[config.mk]
export PLATFORM = sky130hd
export DESIGN_NAME = sign_extend_26x32_flat
export DESIGN_NICKNAME = d
export VERILOG_FILES = /design/src/rtl/sign_extend_26x32_pkg.sv /design/src/rtl/sign_extend_26x32_if.sv /design/src/rtl/sign_extend_26x32_core.sv /design/src/rtl/sign_extend_26x32.sv /design/src/flat_wrapper.sv
export SDC_FILE = /design/constraint.sdc
export NUM_CORES = 1
export LEC_CHECK = 0
export ABC_AREA = 1
export ABC_CLOCK_PERIOD_IN_PS = 1100
export CELL_PAD_IN_SITES_DETAIL_PLACEMENT = 1
export CELL_PAD_IN_SITES_GLOBAL_PLACEMENT = 2
export CORE_AREA = 5 5 115 117
export DETAILED_ROUTE_END_ITERATION = 6
export DIE_AREA = 0 0 120 122
export PLACE_DENSITY = 0.86
export RECOVER_POWER = 25
export SYNTH_ARGS = -nofsm -noshare
export SYNTH_HDL_FRONTEND = slang
export SYNTH_SLANG_ARGS = --single-unit
[constraint.sdc]
create_clock -name clk -period 1.1 [get_ports clk]
set_clock_uncertainty 0.05 [all_clocks]
set_input_delay 0.275 -clock clk [delete_from_list [all_inputs] [get_ports clk]]
set_output_delay 0.275 -clock clk [all_outputs]
set_load 0.05 [all_outputs]
[src/rtl/sign_extend_26x32_pkg.sv]
// Shared types and helpers for the instruction-field extenders.
// Mode encoding and a generic sign-extend function live here.
package sext_pkg;

  typedef enum logic [1:0] {
    EXT_SEXT,
    EXT_ZEXT,
    EXT_BROFF,
    EXT_JTGT
  } ext_mode_t;

  localparam int IN_W_DEF  = 26;
  localparam int OUT_W_DEF = 32;

  // Sign-extend the low in_w bits of a 32-bit word.
  function automatic logic [31:0] sext(
    input logic [31:0] in,
    input int          in_w
  );
    logic [31:0] m;
    logic [4:0]  sb;
    m  = 32'hFFFF_FFFF << in_w;
    sb = 5'(in_w - 1);
    return in[sb] ? (in | m) : (in & ~m);
  endfunction

endpackage

[src/rtl/sign_extend_26x32_if.sv]
// Decode-to-datapath bundle for the field extender.
// master drives the field, slave returns the widened words.
interface sext_if
  import sext_pkg::*;
#(
  parameter int IN_W  = IN_W_DEF,
  parameter int OUT_W = OUT_W_DEF
);

  logic [IN_W-1:0]  in_data;
  logic             in_valid;
  ext_mode_t        mode;
  logic [OUT_W-1:0] pc_plus4;
  logic [OUT_W-1:0] comb_out;
  logic [OUT_W-1:0] out_data;
  logic             out_valid;

  modport master (
    output in_data,
    output in_valid,
    output mode,
    output pc_plus4,
    input  comb_out,
    input  out_data,
    input  out_valid
  );

  modport slave (
    input  in_data,
    input  in_valid,
    input  mode,
    input  pc_plus4,
    output comb_out,
    output out_data,
    output out_valid
  );

endinterface

[src/rtl/sign_extend_26x32_core.sv]
// Combinational mode mux for the field extender.
// Produces the plain sign extension and the mode-selected word.
module sext_core
  import sext_pkg::*;
#(
  parameter int IN_W  = IN_W_DEF,
  parameter int OUT_W = OUT_W_DEF
) (
  input  logic [IN_W-1:0]  in_data,
  input  ext_mode_t        mode,
  input  logic [OUT_W-1:0] pc_plus4,
  output logic [OUT_W-1:0] comb_out,
  output logic [OUT_W-1:0] next_data
);

  localparam int PC_W = OUT_W - IN_W - 2;

  logic [OUT_W-1:0] sx;
  logic [OUT_W-1:0] zx;
  logic [OUT_W-1:0] br;
  logic [OUT_W-1:0] jt;

  assign sx = {{(OUT_W-IN_W){in_data[IN_W-1]}}, in_data};
  assign zx = {{(OUT_W-IN_W){1'b0}}, in_data};
  assign br = {sx[OUT_W-3:0], 2'b00};

  // Jump target keeps the PC region bits above the shifted field.
  if (PC_W > 0) begin : g_pc
    logic unused_pc;
    assign jt = {pc_plus4[OUT_W-1:IN_W+2], in_data, 2'b00};
    assign unused_pc = ^pc_plus4[IN_W+1:0];
  end else begin : g_nopc
    logic unused_pc;
    assign jt = {in_data, 2'b00};
    assign unused_pc = ^pc_plus4;
  end

  assign comb_out = sx;

  always_comb begin
    next_data = sx;
    unique case (1'b1)
      (mode == EXT_SEXT):  next_data = sx;
      (mode == EXT_ZEXT):  next_data = zx;
      (mode == EXT_BROFF): next_data = br;
      (mode == EXT_JTGT):  next_data = jt;
      default:             next_data = sx;
    endcase
  end

endmodule

[src/rtl/sign_extend_26x32.sv]
// 26-to-32 bit field extender: combinational sign extension plus
// a registered, mode-selected result with a valid flag.
module sign_extend_26x32
  import sext_pkg::*;
#(
  parameter int               IN_W      = IN_W_DEF,
  parameter int               OUT_W     = OUT_W_DEF,
  parameter logic [OUT_W-1:0] RESET_VAL = '0
) (
  input logic clk,
  input logic reset,
  sext_if.slave bus
);

  logic [OUT_W-1:0] next_data;
  logic [OUT_W-1:0] data_q;
  logic             valid_q;

  sext_core #(
    .IN_W  (IN_W),
    .OUT_W (OUT_W)
  ) u_core (
    .in_data   (bus.in_data),
    .mode      (bus.mode),
    .pc_plus4  (bus.pc_plus4),
    .comb_out  (bus.comb_out),
    .next_data (next_data)
  );

  always_ff @(posedge clk or posedge reset) begin
    if (reset) begin
      data_q  <= RESET_VAL;
      valid_q <= 1'b0;
    end else begin
      valid_q <= bus.in_valid;
      if (bus.in_valid)
        data_q <= next_data;
    end
  end

  assign bus.out_data  = data_q;
  assign bus.out_valid = valid_q;

endmodule

[src/flat_wrapper.sv]
// flat-port wrapper written by rule: the top's interface ports become plain ports
module sign_extend_26x32_flat import sext_pkg::*;
#(
  parameter int               IN_W      = IN_W_DEF,
  parameter int               OUT_W     = OUT_W_DEF,
  parameter logic [OUT_W-1:0] RESET_VAL = '0
)
  (clk, reset, bus_in_data, bus_in_valid, bus_mode, bus_pc_plus4, bus_comb_out, bus_out_data, bus_out_valid);
  sext_if #(.IN_W(IN_W), .OUT_W(OUT_W)) bus_i ();
  input logic clk;
  input logic reset;
  input wire logic [$bits(bus_i.in_data)-1:0] bus_in_data;
  input wire logic [$bits(bus_i.in_valid)-1:0] bus_in_valid;
  input wire logic [$bits(bus_i.mode)-1:0] bus_mode;
  input wire logic [$bits(bus_i.pc_plus4)-1:0] bus_pc_plus4;
  output wire logic [$bits(bus_i.comb_out)-1:0] bus_comb_out;
  output wire logic [$bits(bus_i.out_data)-1:0] bus_out_data;
  output wire logic [$bits(bus_i.out_valid)-1:0] bus_out_valid;
  assign bus_i.in_data = bus_in_data;
  assign bus_i.in_valid = bus_in_valid;
  assign bus_i.mode = bus_mode;
  assign bus_i.pc_plus4 = bus_pc_plus4;
  assign bus_comb_out = bus_i.comb_out;
  assign bus_out_data = bus_i.out_data;
  assign bus_out_valid = bus_i.out_valid;
  sign_extend_26x32 #(.IN_W(IN_W), .OUT_W(OUT_W), .RESET_VAL(RESET_VAL)) u_core (.clk(clk), .reset(reset), .bus(bus_i));
endmodule
==> flow_metrics.env <==
export IMPL_cp_required_ns=0.77
export IMPL_hold_violations=0
export IMPL_dpl_hpwl_mm=5.59
export IMPL_tightest_slew_ns=0.491
export IMPL_final_nets=427
export IMPL_status="finished with violations"
export IMPL_clock_sinks=33
export IMPL_antenna_found_initial=0
export IMPL_grt_pass1_vias=2015
export IMPL_core_area_um2=12300
export IMPL_io_buffers=99
export IMPL_post_drt_wl_per_cell_um=13.8
export IMPL_hold_buffers=0
export IMPL_clock_tree_buffer_depth=2
export IMPL_crit_fanout=2
export IMPL_cts_buffers=5
export IMPL_io_pins=128
export IMPL_hp_start="bus_in_data[1]"
export IMPL_area_growth_pct=108
export IMPL_p_total_mw=5.11
export IMPL_insertion_delay_ns=0.28
export IMPL_path_class="reg -> out"
export IMPL_fin_cells=515
export IMPL_p_leak_nw=2.03
export IMPL_grt_pass1_wl_mm=10.9
export IMPL_setup_viol=33
export IMPL_powerDensity_nw_per_um2=1300
export IMPL_arrival_ns=0.87
export IMPL_synth_area_top_cells="dfrtp_1 (44%), nand2_1 (21%), buf_4 (13%)"
export IMPL_placementRows=41
export IMPL_die_x_um=120
export IMPL_clk_pin_slew_worst_paths_ns=0.06
export IMPL_wl_mm=7.09
export IMPL_diodes=0
export IMPL_startpoint_type="flip-flop"
export IMPL_ant_nets=0
export IMPL_cpPeakStageDelay_ns=0.42
export IMPL_synth_cells=263
export IMPL_firstDrtPassIters=4
export IMPL_drtIter0Drc=81
export IMPL_final_max_slew_violation_count=0
export IMPL_synth_seq_cells=33
export IMPL_layout_drive_gt1_share_pct=32.9
export IMPL_hold_class="in -> reg"
export IMPL_syn_num_nets=326
export IMPL_setup_tns_ns=-2.50
export IMPL_gp_congestion=0.712
export IMPL_dp_cells=487
export IMPL_setup_slack_ns=-0.0965
export IMPL_period_needed_ns=1.20
export IMPL_avgSynthCellArea_um2=7.19
export IMPL_route_detailed_drc=0
export IMPL_synth_top_area_share_pct=43.7
export IMPL_fmax_mhz=836
export IMPL_ys_types=15
export IMPL_peakVddDrop_uv=526
export IMPL_grt_usage_pct=9.64
export IMPL_worst_setup_path_end_kind="primary output"
export IMPL_cts_tree="built"
export IMPL_dieArea_um2=14600
export IMPL_yosysWarningCount=0
export IMPL_violations="negative setup slack"
export IMPL_clockRootBuffer="clkbuf_16"
export IMPL_grt_setup_unrepaired="yes"
export IMPL_grt_max_degree=34
export IMPL_synth_largest_area_cell="dfrtp_1"
export IMPL_critical_path_top_delay_family="flip-flops"
export IMPL_crit_chain="buf_12"
export IMPL_path_buf_inv=1
export IMPL_startpoint="u_core.bus.out_data[26]"
export IMPL_yosysSeqAreaShare_pct=43.7
export IMPL_die_y_um=122
export IMPL_gr_total_overflow=0
export IMPL_post_place_ws_ns=-0.416
export IMPL_reg2reg_from="u_core.bus.out_data[17]"
export IMPL_num_vias=1920
export IMPL_timing_final_crit_share_pct=109
export IMPL_max_slew_margin_pct=67.2
export IMPL_syn_cell_area_um2=1890
export IMPL_start_util_pct=15.4
export IMPL_maxCapViolations=0
export IMPL_cp_slowest_cell="dfrtp_1"
export IMPL_nFillCells=1412
export IMPL_cts_htree_levels=2
export IMPL_drt_vias_per_instance=3.73
-- layout make-up --
class                      count  area [um^2]  area share (%)
multi-input combinational    155          639            16.2
inverter                      32          125            3.18
sequential                    33          826            21.0
clock buffer                   7          153            3.88
tap                          150          188            4.77
clock inverter                 1         5.00           0.127
timing repair buffer         137         2000            50.8
-- stage by stage --
step	util, %	instance area [um^2]	hold slack, ns
after floorplan	-	1890	0.256
after global placement	29.8	3660	0.475
after CTS	31.6	3870	0.306
final	32.1	3940	0.412
after detailed placement	29.8	3660	0.475
after global routing	32.1	3940	0.433
-- state kept, by name, indices dropped and copies added, names as in the netlist --
name,flops
u_core.bus.out_valid,1
u_core.bus.out_data,32
-- logic make-up (layout without fill, tap and decap cells) --
logic type	after synthesis	after routing	synth area share, %
simple gates	151	151	32.4
buf+inv	75	177	22.8
flops	33	33	43.7
compound gates	4	4	1.06
-- path summary, 6_finish.rpt --
path / endpoint / slack, ns / cells after the start
setup / recovery: bus_out_data[26] / -0.1 / 1
hold / removal: u_core.bus.out_data[1] / 0.41 / 3
setup reg to reg: u_core.bus.out_data[17] / 0.17 / 4
hold reg to reg: u_core.bus.out_data[19] / 0.49 / 2
max in group asynchronous: u_core.bus.out_data[12] / 0.13 / 3
min in group asynchronous: u_core.bus.out_data[11] / 0.52 / 3
-- synthesized netlist by cell type, drive strengths merged --
library cell and instances:
clkbuf 2, a21oi 2, dfrtp 33, inv 32, nand3 23, nor2 22, o21ai 2, buf 41
nand2 106
-- routing by layer --
metal	up-vias	global-route usage (%)	part of all wire (%)
li1	948	-	-
met1	909	10.9	40
met2	58	17.6	54
met3	5	3.53	6.0
met4	0	1.86	0.59
met5	-	0	0
-- power breakdown --
| group | switching, mW | internal (mW) |
|---|---|---|
| Sequential | 0.144 | 1.34 |
| Combinational | 1.11 | 1.03 |
| Clock | 0.537 | 0.959 |
| Total | 1.79 | 3.32 |
-- worst min-delay path, delay by kind of cell --
kind                   cells  cell delay [ns]
AO/OA/AOI/OAI              1             0.07
buffers and inverters      2             0.35
-- cells in the final DEF, fill, tap and decap left out, types with 2 or more instances in the layout --
cell             Yosys  layout
nand2_1            105     104
buf_12               0      74
dfrtp_1             33      33
inv_1               30      30
dlygate4sd2_1        0      26
buf_4               33      26
nand3_1             23      23
nor2_1              18      18
clkbuf_16            0       5
clkdlybuf4s50_1      0       5
nor2_2               4       4
inv_4                0       2
a21oi_1              2       2
clkbuf_8             0       2
-- timing repair --
action,CTS,global route
setup buffers,8,12
setup endpoints to repair,97,41
pin swaps,0,0
gates cloned,0,0
resized for setup,35,2
(Power assumes the default switching activity.)
==> RTL edit 1, RTL diff (same flow settings) <==
Set the package constant `IN_W_DEF` to 13 (it was 26).
--- a/src/rtl/sign_extend_26x32_pkg.sv
+++ b/src/rtl/sign_extend_26x32_pkg.sv
@@ -9,7 +9,7 @@
     EXT_JTGT
   } ext_mode_t;
 
-  localparam int IN_W_DEF  = 26;
+  localparam int IN_W_DEF  = 13;
   localparam int OUT_W_DEF = 32;
 
   // Sign-extend the low in_w bits of a 32-bit word.
Interface: changed (resized bus_in_data); port bits go from 128 to 115. No check against the original RTL was run, so the function may have changed too.
==> RTL edit 1 against the original RTL <==
The run still ends with negative setup slack left; sequential cell count is the same; synthesized cell count down 5.7%; global-route usage fell by 0.70 points; first-iteration DRC count decreased by 32%; cell area is 2.9% lower; setup slack better by 12 ps; routed wire length is 9.2% lower; power is 3.6% lower; worst hold slack better by 24 ps; synthesized area fell by 1.6%; combinational power decreased by 2%.
==> RTL edit 1: results (changes against the original RTL) <==
[metrics] global placement routability congestion: 0.638 (-10%)
[metrics] fraction of standard cell area that is sequential: 21.6% (+0.62 points)
[metrics] number of standard cells after synthesis: 248 (-5.7%)
[metrics] reg-to-reg critical path endpoint: u_core.bus.out_data[19]$_DFFE_PP0P_
[metrics] pre-CTS setup slack: -538 ps (-122 ps)
[metrics] drt first-iter violations: 55 (-32%)
[metrics] distinct cell type count after synthesis: 14 (-1)
[metrics] Post-Layout Cell Count: 494 (-4.1%)
[metrics] power density normalized to cell area: 1290 nW/um^2 (-0.74%)
[metrics] number of instances in the placed design: 466 (-4.3%)
[metrics] compound-cell area share of the yosys netlist: 1.08% (+0.017 points)
[metrics] HPWL Detailed: 4790 um (-14%)
[metrics] origin of the critical flop-to-flop path: u_core.bus.out_data[19]$_DFFE_PP0P_
[metrics] final-report setup violation count: 33 (unchanged)
[metrics] post-route worst hold slack: 436 ps (+23.8 ps)
[metrics] clock buffer and inverter area fraction after layout: 3.73% (-0.27 points)
[metrics] sum of negative setup slack: -2140 ps (+356 ps)
[metrics] overall fraction of global-route tracks in use: 8.94% (-0.70 points)
[metrics] pin count of the biggest net entering global routing: 19 (-44%)
[metrics] relative slew slack: 68.9% (+1.6 points)
[metrics] top cell types by occurrence after synthesis: nor2_1 (62), nand2_1 (51), dfrtp_1 (33), buf_4 (32), inv_1 (30)
[metrics] maximum vdd drop: 0.479 mV (-9.0%)
[metrics] first-pass GRT wire length: 10400 um (-4.7%)
[metrics] cell types occupying the most area after synthesis: dfrtp_1 (44%), buf_4 (13%), nor2_1 (13%)
[metrics] nets in the synthesized netlist: 298 (-8.6%)
[metrics] Total Wirelength: 6440 um (-9.2%)
[metrics] slack of the worst reg-to-reg path: 220 ps (+50 ps)
[metrics] Largest register FFs: 32 (unchanged)
[metrics] share of synthesized area occupied by flip-flops and latches: 44.4% (+0.70 points)
[metrics] violations in the final reports: negative setup slack
[metrics] Vias: 1794 (-6.6%)
[metrics] smallest setup slack after layout: -84.1 ps (+12.4 ps)
[metrics] antenna violations before repair: 1 (+1)
[metrics] static leakage power: 1.90 nW (-6.3%)
[metrics] utilization after layout: 31.2% (-0.92 points)
[metrics] via count of the first global-routing pass: 1942 (-3.6%)
[metrics] antenna diode count: 1 (+1)
[metrics] reg2reg path depth: 3 (-1)
[metrics] layout buffer count excluding clock buffers: 128 (-6.6%)
[metrics] placed cell areas: 3520 um^2 (-3.6%)
[metrics] layout cell share with drive strength beyond 1: 35.3% (+2.4 points)
[metrics] multi-input gates: 143 (-7.7%)
[metrics] run status: complete, but fails checks
[metrics] number of inserted filler cells in the final layout: 1400 (-0.85%)
[metrics] net count reported at finish: 393 (-8.0%)
[metrics] buffer share of cell area: 50.3% (-0.56 points)
[metrics] proportion of cell area occupied by multi-input gates: 16.2% (-0.078 points)
## RTL edit 1: changes by cell type after synthesis
| cell | delta |
|---|---|
| nor2_2 | +8 |
| nand2_2 | +1 |
| clkbuf_1 | -2 |
| buf_6 | +4 |
| nand2_4 | +1 |
| nand3_1 | -13 |
| buf_2 | -2 |
| buf_4 | -1 |
| buf_8 | -1 |
| nand2_1 | -54 |
| nor2_1 | +44 |
## RTL edit 1: routing by layer
layer | track usage, % | part of all wire (%) | vias up
li1 | - | - | 886
met1 | 10.1 | 38 | 849
met2 | 17.0 | 56 | 56
met3 | 2.69 | 5.9 | 3
met4 | 1.07 | 0.23 | 0
met5 | 0 | 0 | -
## RTL edit 1: repair_timing
action,CTS,global route
cloned,3,0
setup buffers,9,8
endpoints found under the setup margin,97,43
pin swaps,1,0
resized for setup,27,5
hold buffers,0,0
## RTL edit 1: power breakdown
part / switching, W / leakage (nW) / internal (W)
Sequential: 0.000140 / 0.392 / 0.00134
Clock: 0.000481 / 0.0700 / 0.000888
Combinational: 0.00108 / 1.44 / 0.000999
## RTL edit 1: how the worst max path moves through the flow
stage / start / endpoint / slack, ps / cells past startpoint
2_1_floorplan: reset / u_core.bus.out_data[0]$_DFFE_PP0P_ / 60 / 1
3_3_place_gp: bus_in_data[12] / u_core.bus.out_data[21]$_DFFE_PP0P_ / -500 / 6
3_5_place_dp: bus_in_data[12] / u_core.bus.out_data[23]$_DFFE_PP0P_ / -540 / 6
4_1_cts: u_core.bus.out_data[21]$_DFFE_PP0P_ / bus_out_data[21] / -100 / 1
5_1_grt: u_core.bus.out_data[23]$_DFFE_PP0P_ / bus_out_data[23] / -110 / 1
6_report: u_core.bus.out_data[13]$_DFFE_PP0P_ / bus_out_data[13] / -80 / 1
==> RTL edit 2, RTL diff (same settings) <==
Made on the original files. Make the reset (`reset`) synchronous in one clocked block.
--- a/src/rtl/sign_extend_26x32.sv
+++ b/src/rtl/sign_extend_26x32.sv
@@ -27,7 +27,7 @@
     .next_data (next_data)
   );
 
-  always_ff @(posedge clk or posedge reset) begin
+  always_ff @(posedge clk) begin
     if (reset) begin
       data_q  <= RESET_VAL;
       valid_q <= 1'b0;
Formal check against the unedited RTL: differs if reset is asserted again (counterexample within 4 cycles, from zero or initial values and one cycle with reset high); with reset held inactive, the same outputs for 10 cycles.
==> RTL edit 2 against the original RTL <==
Register-to-register slack improved by 100 ps; critical path type unchanged; power fell by 12%; setup slack improved by 99 ps; first-iteration DRC count fell by 16%; highest routed layer unchanged; clock power fell by 3%; sequential cell count did not move; routed wire length rose by 3.0%; cell area fell by 6.6%; via count fell by 2.1%; synthesized area fell by 11%.
==> RTL edit 2: results (changes against the original RTL) <==
[metrics] maximum single-stage delay on the critical path: 360 ps (-60 ps)
[metrics] final routed wire length divided by cell count: 15.3 um (+11%)
[metrics] Async SR Flop Fraction: 0% (-100 points)
[metrics] static leakage power: 1.63 nW (-20%)
[metrics] HPWL Detailed: 5390 um (-3.6%)
[metrics] global placement routability congestion: 0.715 (+0.41%)
[metrics] run status: complete, no violations
[metrics] origin of the critical flop-to-flop path: u_core.bus.out_data[30]$_SDFFE_PP0P_
[metrics] antenna violations before repair: 1 (+1)
[metrics] net count reported at finish: 387 (-9.4%)
[metrics] top cell types by occurrence after synthesis: a21oi_1 (50), buf_4 (36), dfxtp_1 (33), nand2_1 (33), o21ai_0 (23)
[metrics] M3 GR Usage: 2.46% (-1.1 points)
[metrics] critical path startpoint: u_core.bus.out_data[9]$_SDFFE_PP0P_
[metrics] number of instances in the placed design: 457 (-6.2%)
[metrics] cell types occupying the most area after synthesis: dfxtp_1 (39%), buf_4 (16%), a21oi_1 (15%)
[metrics] relative slew slack: 78.7% (+11 points)
[metrics] pre-CTS setup slack: -478 ps (-61.8 ps)
[metrics] proportion of total power due to net switching: 32.9% (-2.0 points)
[metrics] nets in the synthesized netlist: 285 (-13%)
[metrics] overall fraction of global-route tracks in use: 10.0% (+0.39 points)
[metrics] critical path's slowest cell: dfxtp_4
[metrics] sequential-cell power consumption: 0.00138 W (-7%)
[metrics] Hold Crit Depth: 6 (+3)
[metrics] maximum vdd drop: 0.672 mV (+28%)
[metrics] reg2reg path depth: 3 (-1)
[metrics] slack of the worst reg-to-reg path: 270 ps (+100 ps)
[metrics] Data arrival, critical path: 770 ps (-100 ps)
[metrics] endpoint with the worst hold slack: u_core.bus.out_data[27]$_SDFFE_PP0P_
[metrics] global-route track usage on met1: 11.3% (+0.44 points)
[metrics] share of synthesized area occupied by flip-flops and latches: 39.4% (-4.3 points)
[metrics] first-pass GRT wire length: 11400 um (+4.5%)
[metrics] Clock power frac: 32.4% (+3.1 points)
[metrics] Post-synth top flop: dfxtp_1
[metrics] distinct cell type count after synthesis: 14 (-1)
[metrics] Vias: 1879 (-2.1%)
==> RTL edit 2: cell types whose count changed in the layout (fill, tap and decap cells not counted), moves of 20 or more <==
cell,delta
o21ai_0,+20
nand2_1,-71
inv_1,-23
dfxtp_2,+28
a21oi_1,+47
dfrtp_1,-33
==> RTL edit 2: logic make-up after synthesis <==
kind of cell / Yosys count / share of synthesized area (%)
AOI/OAI and AO/OA: 78 / 23.3
and+or+nand+nor: 56 / 13.0
buffers and inverters: 55 / 24.3
DFF: 33 / 39.4
==> RTL edit 2: repair_timing <==
| action | in CTS | in global routing |
|---|---|---|
| endpoints found under the setup margin | 97 | 32 |
| pin swaps | 1 | 3 |
| resized for setup | 78 | 13 |
| buffers inserted | 3 | 2 |
| cloned | 5 | 0 |
==> RTL edit 2: area by class of cell <==
type,instances,area (um^2)
Antenna cell,1,2.50
Timing Repair inverter,3,32.5
Sequential cell,33,714
Timing Repair Buffer,137,1920
Multi-Input combinational cell,134,614
Clock buffer,7,153
Inverter,10,47.5
Clock inverter,1,5.00
Fill cell,1398,8580
Tap cell,150,188
==> RTL edit 2: per-stage QoR <==
step,hold WS [ps],power (W)
after floorplan,294,0.00218
after global routing,419,0.00470
after detailed placement,460,0.00306
final,367,0.00452
after global placement,440,0.00304
after CTS,423,0.00461
==> RTL edit 2: how the worst max path moves through the flow <==
stage | end | slack, ps | depth (start not counted)
4_1_cts | bus_out_data[5] | -7 | 1
5_1_grt | bus_out_data[27] | -20 | 1
2_1_floorplan | u_core.bus.out_data[27]$_SDFFE_PP0P_ | 120 | 4
6_report | bus_out_data[9] | 3 | 1
3_5_place_dp | u_core.bus.out_data[12]$_SDFFE_PP0P_ | -480 | 4
3_3_place_gp | u_core.bus.out_data[21]$_SDFFE_PP0P_ | -370 | 4
